File: config.mk
export PLATFORM = sky130hd
export DESIGN_NAME = instruction_fetch
export DESIGN_NICKNAME = d
export VERILOG_FILES = /design/src/rtl/cpu_pkg.sv /design/src/rtl/fetch_pc_reg.sv /design/src/rtl/instruction_fetch.sv
export SDC_FILE = /design/constraint.sdc
export NUM_CORES = 1
export LEC_CHECK = 0
export CAP_MARGIN = 10
export CORE_MARGIN = 10
export CORE_UTILIZATION = 38
export DETAILED_ROUTE_END_ITERATION = 16
export HOLD_SLACK_MARGIN = 0.05
export PLACE_DENSITY = 0.81
export RECOVER_POWER = 50
export SLEW_MARGIN = 15
export SYNTH_ARGS = -nofsm -noshare
export SYNTH_HDL_FRONTEND = slang
export SYNTH_SLANG_ARGS = --single-unit
export TNS_END_PERCENT = 30
File: constraint.sdc
create_clock -name clk -period 1.98 [get_ports clk]
set_input_delay 0.297 -clock clk [delete_from_list [all_inputs] [get_ports clk]]
set_output_delay 0.297 -clock clk [all_outputs]
set_load 0.02 [all_outputs]
File: src/rtl/cpu_pkg.sv
// Shared CPU definitions: fetch FSM state encodings, memory command codes,
// the halt opcode and default datapath widths.
// S_HALT exists only when HALT_DETECT_EN is defined.
package cpu_pkg;

   localparam int DEF_ADDR_W = 9;
   localparam int DEF_DATA_W = 16;

   localparam logic [1:0] MEM_NONE  = 2'b00;
   localparam logic [1:0] MEM_READ  = 2'b01;
   localparam logic [1:0] MEM_WRITE = 2'b10;

   // Top three bits of an instruction word hold the opcode.
   localparam logic [2:0] OPC_HALT = 3'b111;

   typedef enum logic [2:0] {
      S_RESET = 3'd0,
      S_IF1   = 3'd1,
      S_IF2   = 3'd2,
      S_UPDPC = 3'd3,
      S_EXEC  = 3'd4
`ifdef HALT_DETECT_EN
      ,
      S_HALT  = 3'd5
`endif
   } fetch_state_t;

   // Memory command for a controller data access.
   function automatic logic [1:0] dmem_cmd(input logic write);
      return write ? MEM_WRITE : MEM_READ;
   endfunction

endpackage

File: src/rtl/fetch_pc_reg.sv
// Program counter register. A branch load has priority over the sequential
// increment. Arithmetic wraps modulo 2^ADDR_W without any flag.
module fetch_pc_reg #(
   parameter int              ADDR_W    = 9,
   parameter logic [ADDR_W-1:0] RESET_VAL = '0
) (
   input  logic              clk,
   input  logic              reset,
   input  logic              load_en,
   input  logic [ADDR_W-1:0] load_val,
   input  logic              inc_en,
   output logic [ADDR_W-1:0] pc
);

   logic [ADDR_W-1:0] pc_inc;
   logic [ADDR_W-1:0] pc_nxt;

   assign pc_inc = pc + 1'b1;

   // Priority select: branch target, then pc+1, otherwise hold.
   always_comb begin
      pc_nxt = pc;
      if (load_en) begin
         pc_nxt = load_val;
      end else if (inc_en) begin
         pc_nxt = pc_inc;
      end
   end

   // PC state register with synchronous reset to the reset vector.
   always_ff @(posedge clk) begin
      if (reset) begin
         pc <= RESET_VAL;
      end else begin
         pc <= pc_nxt;
      end
   end

endmodule

File: src/rtl/instruction_fetch.sv
// Instruction fetch unit: owns the PC and the single memory port, reads each
// instruction from synchronous RAM into ir, hands it to the controller with a
// one-cycle exec_start pulse and lends the memory port to the controller while
// it executes.
// Optional halt detection is enabled by defining HALT_DETECT_EN.
//
// state   | meaning
// --------+----------------------------------------------------------------
// S_RESET | idle cycle after reset, memory port quiet
// S_IF1   | present pc with READ; RAM registers the word at this edge
// S_IF2   | keep READ on pc; mem_rdata valid, captured into ir at the edge
// S_UPDPC | pulse exec_start, advance pc (or divert to S_HALT on halt opcode)
// S_EXEC  | controller owns the memory port; waits for exec_done
// S_HALT  | fetch stopped, halted=1, left only by reset (HALT_DETECT_EN)
module instruction_fetch
   import cpu_pkg::*;
#(
   parameter int                ADDR_W   = DEF_ADDR_W,
   parameter int                DATA_W   = DEF_DATA_W,
   parameter logic [ADDR_W-1:0] RESET_PC = '0
) (
   input  logic              clk,
   input  logic              reset,
   output logic [ADDR_W-1:0] mem_addr,
   output logic [1:0]        mem_cmd,
   input  logic [DATA_W-1:0] mem_rdata,
   output logic [DATA_W-1:0] ir,
   output logic              ir_valid,
   output logic              exec_start,
   input  logic              exec_done,
   input  logic              dmem_req,
   input  logic [ADDR_W-1:0] dmem_addr,
   input  logic              dmem_write,
   input  logic              pc_load,
   input  logic [ADDR_W-1:0] pc_in,
   output logic [ADDR_W-1:0] pc,
   output logic              halted
);

   fetch_state_t state;
   fetch_state_t state_nxt;
   logic         pc_inc_en;
   logic         pc_load_en;

`ifdef HALT_DETECT_EN
   logic         halt_op;
   assign halt_op = (ir[DATA_W-1 -: 3] == OPC_HALT);
`endif

   fetch_pc_reg #(
      .ADDR_W    (ADDR_W),
      .RESET_VAL (RESET_PC)
   ) u_pc (
      .clk      (clk),
      .reset    (reset),
      .load_en  (pc_load_en),
      .load_val (pc_in),
      .inc_en   (pc_inc_en),
      .pc       (pc)
   );

   // State register; reset abandons any in-flight fetch or data access.
   always_ff @(posedge clk) begin
      if (reset) begin
         state <= S_RESET;
      end else begin
         state <= state_nxt;
      end
   end

   // Next-state logic plus memory port mux and PC controls, decoded from state.
   always_comb begin
      state_nxt  = state;
      mem_addr   = pc;
      mem_cmd    = MEM_NONE;
      exec_start = 1'b0;
      pc_inc_en  = 1'b0;
      pc_load_en = 1'b0;
      case (state)
         S_RESET: begin
            state_nxt = S_IF1;
         end
         S_IF1: begin
            mem_cmd   = MEM_READ;
            state_nxt = S_IF2;
         end
         S_IF2: begin
            mem_cmd   = MEM_READ;
            state_nxt = S_UPDPC;
         end
         S_UPDPC: begin
`ifdef HALT_DETECT_EN
            if (halt_op) begin
               state_nxt = S_HALT;
            end else begin
               exec_start = 1'b1;
               pc_inc_en  = 1'b1;
               state_nxt  = S_EXEC;
            end
`else
            exec_start = 1'b1;
            pc_inc_en  = 1'b1;
            state_nxt  = S_EXEC;
`endif
         end
         S_EXEC: begin
            if (dmem_req) begin
               mem_addr = dmem_addr;
               mem_cmd  = dmem_cmd(dmem_write);
            end
            // A branch in the same cycle as exec_done still lands, so the
            // following fetch starts from the branch target.
            pc_load_en = pc_load;
            if (exec_done) begin
               state_nxt = S_IF1;
            end
         end
`ifdef HALT_DETECT_EN
         S_HALT: begin
            state_nxt = S_HALT;
         end
`endif
         default: begin
            state_nxt = S_RESET;
         end
      endcase
   end

   // Instruction register: loaded once per fetch, held through execution.
   always_ff @(posedge clk) begin
      if (reset) begin
         ir       <= '0;
         ir_valid <= 1'b0;
      end else if (state == S_IF2) begin
         ir       <= mem_rdata;
         ir_valid <= 1'b1;
      end
   end

`ifdef HALT_DETECT_EN
   // Halt flag follows entry into S_HALT and stays until reset.
   always_ff @(posedge clk) begin
      if (reset) begin
         halted <= 1'b0;
      end else begin
         halted <= (state_nxt == S_HALT);
      end
   end
`else
   assign halted = 1'b0;
`endif

endmodule

Word-level counts from Yosys, hierarchy flattened
Index checks and enable logic that the tools add are counted.
{"block": "totals", "ff_bits": 29, "out_inout_bits": 39, "wordCells": 24, "in_bits": 40}
{"block": "op_classes", "muxes": 11, "n_addsub": 1, "reduce_logical": 3, "n_eq_ne": 5}
{"cell": "2-to-1 mux 9 bit", "n": 4}
{"cell": "case mux 3 bit (5 select lines)", "n": 1}
{"cell": "adder 9 x 1 -> 9 bit (second input constant)", "n": 1}
{"cell": "equality test 3 x 2 -> 1 bit (second input constant)", "n": 2}
{"cell": "2-to-1 mux 2 bit", "n": 2}
{"cell": "case mux 2 bit (2 select lines)", "n": 1}
{"cell": "equality test 3 x 1 -> 1 bit (second input constant)", "n": 1}
{"cell": "equality test 3 bit (second input constant)", "n": 1}
{"cell": "logical NOT 3 bit", "n": 1}
{"cell": "2-to-1 mux 3 bit", "n": 1}
{"cell": "2-to-1 mux 1 bit", "n": 2}
{"cell": "!= test 2 bit (second input constant)", "n": 1}
{"cell": "nonzero test 2 bit", "n": 1}
{"cell": "OR reduction 2 bit", "n": 1}

Depth between registers and ports, before layout
{"block": "depth", "word_depth": 4, "depth_mapped": 6}

By module
From an unflattened synthesis, not the netlist that was laid out.
{"block": "hier_totals", "cells_unflattened": 160, "area_unflattened_um2": 1580.3}
{"module": "instruction_fetch", "cells_each": 99, "seq_area_each_um2": 400.4, "n_inst": 1, "area_each_um2": 1072.3}
{"module": "fetch_pc_reg", "cells_each": 61, "seq_area_each_um2": 180.2, "n_inst": 1, "area_each_um2": 508.0}

Worst setup path before layout
OpenSTA, ideal clock, no wires.
{"block": "synth_path", "path_type": "flip-flop to output port", "from": "register state[0]", "to": "output port mem_addr[0]", "arrival_time_ps": 1503, "path_stages_with_launch": 6, "required_time_ps": 1683, "path_slack_ps": 180, "cell_sequence": "dfxtp_1 -> buf_2 -> nor3b_1 -> and2_1 -> buf_4 -> mux2_2"}
{"block": "synth_via", "elab_chain_len": 2}
{"item": "start, declared", "line": "instruction_fetch.sv:40", "source": "fetch_state_t state;"}
{"item": "start signal, assigned", "line": "instruction_fetch.sv:67", "source": "state <= state_nxt;"}
{"item": "equality test 3 bit", "line": "instruction_fetch.sv:79", "source": "case (state)"}
{"item": "2-to-1 mux 9 bit", "line": "instruction_fetch.sv:79"}
{"item": "end, declared", "line": "instruction_fetch.sv:24", "source": "output logic [ADDR_W-1:0] mem_addr,"}
No other way between the ends.

Final worst setup path
{"block": "layout_path", "from": "register state[0]", "to": "output port mem_addr[3]"}
Same word-level chain as after synthesis.

==> flow_summary_export.csv <==
group,metric,value,unit
sta,max_freq,508.6,MHz
sta,period_share,0.9929,
routing,drt_first_pass_iters,4,
job,drv_cap,0,
yosys,synth_cell_type_count,35,
yosys,async_reset_ff_frac,0,
clock_network,clockBufferDepth,2,
sta,finalWorstSetupSlack,13.99,ps
critical_path,reg2regPathDepth,5,
clock_network,cts_root_buf,"clkbuf_4",
sta,finalSetupViolations,0,
floorplanning,core-area,0.003416,sq mm
sta,rsz0062_at_grt,"yes",
critical_path,start_kind,"flip-flop",
worst_hold_path,whs_path_depth,2,
yosys,syn_avg_cell_area,8.334,sq um
worst_hold_path,worstHoldEndpoint,"ir[4]",
yosys,synth.area.top_cells,"dfxtp_1 (42%), nand2_1 (9.8%), mux2_2 (6.6%)",
power,power.density,563.6,mW/mm^2
yosys,syn_area,0.001375,sq mm
global_route,grt_pass1_wl,7.169,mm
clock_network,tritoncts,"yes",
power,ir_drop,272.4,uV
cells_and_area,post-route-util,0.6879,
worst_hold_path,worstHoldStart,"ir[4]",
power,p_total,1324,uW
critical_path,crit_required,1680,ps
clock_network,htree_levels,2,
clock_network,cts_inserted_buffers,5,
global_route,grt_max_degree,18,
cells_and_area,antennaDiodeCount,0,
global_route,grt-ovfl-total,0,
global_route,track_usage,0.1379,
critical_path,regToRegSetupSlack,250,ps
floorplanning,die_area,0.006425,sq mm
yosys,synth.ff_latch_count,29,
routing,vias,1484,
yosys,synth_edf_count,0,
routing,vias_per_cell,5.031,
sta,fin_crit,1966,ps
floorplanning,die_w,80.16,um
placement,port_buffers,77,
cells_and_area,drive_gt1_frac,0.1727,
worst_hold_path,hold_path_class,"reg -> reg",
yosys,synth_top_area_cell,"dfxtp_1",
clock_network,cts.sinks,29,
routing,wl_per_cell,15.25,um
cells_and_area,area_growth,70.88,%
yosys,postSynthCellCount,165,
sta,finalMaxSlewViolations,0,
sta,skew,8.689,ps
power,p_leak,0.0008785,uW
clock_network,hold_buffers,0,
placement,hpwl,3.444,mm
routing,drtIter0Drc,47,
critical_path,worstPathArrival,1670,ps
yosys,ys_seq_area_frac,0.4222,
yosys,ys_warn_count,0,
global_route,antenna_found_initial,0,
global_route,grt_pass1_vias,1531,
placement,gp_congestion,0.8310,
cells_and_area,nNetsFinal,289,
floorplanning,die_h,80.16,um
run_status,status,"completed",
critical_path,critPathMaxFanout,7,
clock_network,path_clk_slew,100,ps
sta,hold_violations,0,
yosys,synth_nets,206,
placement,dp_slack,-357.1,ps
yosys,synth_top_area_frac,0.4222,
floorplanning,initial_utilization,0.4026,
clock_network,insertion_delay,320,ps
routing,drc,0,
yosys,ys.flop_type,"dfxtp_1",
critical_path,worstReg2RegStart,"state[1]",
floorplanning,rows,21,
floorplanning,io_pins,79,
routing,ant_nets,0,
critical_path,end_kind,"output pin",
sta,tns,0,ps
critical_path,path_class,"reg -> out",
routing,drt-total-wl,4.500,mm
critical_path,r2r_end,"u_pc.pc[7]",
## repair_timing
action	4_1_cts	5_1_grt
setup endpoints to repair	12	10
pin swaps	1	2
resized for setup	38	32
buffers inserted	0	0
## kinds of logic (layout without fill, tap and decap cells)
group                      Yosys count  after routing  synth area share
muxes                                8              8           0.06552
and+or+nand+nor                     72             72            0.2602
adders and majority gates            1              1          0.009098
DFF                                 29             29            0.4222
other                                1              1          0.002727
AOI/OAI and AO/OA                   36             36            0.1711
xor gates and xnor gates             2              2           0.01274
buffers and inverters               16            100           0.05640
## power breakdown
| part | internal, uW | switching [uW] |
|---|---|---|
| logic | 186 | 156 |
| clock network | 134 | 210 |
| registers | 615 | 23.9 |
| total | 935 | 390 |
## synth_stat cells (all sizes together) (2+ instances only)
cell,count
or4,3
nor4,2
a311oi,5
dfxtp,29
nand4,2
nand2,36
buf,8
o311a,2
a211oi,2
mux2,8
a21oi,17
o21ai,4
nor3b,2
nor2,11
nand3,5
nand2b,3
clkbuf,4
o31ai,3
inv,4
or3,2
## worst max path at each step
stage | start | end | slack (ps) | depth (start not counted)
2_1_floorplan | state[0] | mem_addr[0] | 180 | 5
3_3_place_gp | dmem_req | mem_addr[8] | -340 | 5
3_5_place_dp | dmem_req | mem_addr[8] | -360 | 5
4_1_cts | state[2] | mem_addr[2] | 1 | 5
5_1_grt | state[0] | mem_addr[2] | -80 | 5
6_report | state[0] | mem_addr[3] | 10 | 5
## cell usage in the layout (no fill, tap or decap), drive strengths merged, types with 3 or more instances in the layout
master         count
clkdlybuf4s50     65
nand2             36
dfxtp             29
buf               19
a21oi             17
nor2              11
mux2               8
nand3              5
a311oi             5
clkbuf             5
inv                4
o21ai              4
nand2b             3
or4                3
o31ai              3
## worst max-delay path: stages, from the launching register on
cell and delay (ps):
dfxtp_4 370, nor3b_4 210, and2_4 200, buf_12 130, mux2_4 300, buf_6 130
## registers in the layout (all words and copies together), names as in the netlist
signal,count
state,3
u_pc.pc,9
ir,16
ir_valid,1
## area by class of cell
type                       count  area [sq um]
fill                         285          1066
timing repair buffer          88         875.8
multi-input combinational    120         760.7
sequential                    29         585.6
tap                           46         57.56
clock buffer                   5         37.54
clock inverter                 3         17.52
inverter                       4         15.01
## metal layers
metal	GRT usage	wire length, um
met4	0.03345	36
met5	0	0
met2	0.2295	2058
met1	0.1453	1802
met3	0.08241	603
## through the flow
stage          hold slack (ps)  instance area (sq um)  cells
6_report                 456.5                   2350    295
5_1_grt                  472.3                   2350    295
4_1_cts                  462.3                   2253    295
3_5_place_dp             448.5                   2236    287
3_3_place_gp             441.1                   2236    287
2_1_floorplan            433.0                   1375    165
No activity file was read; power rests on OpenSTA's default activity.
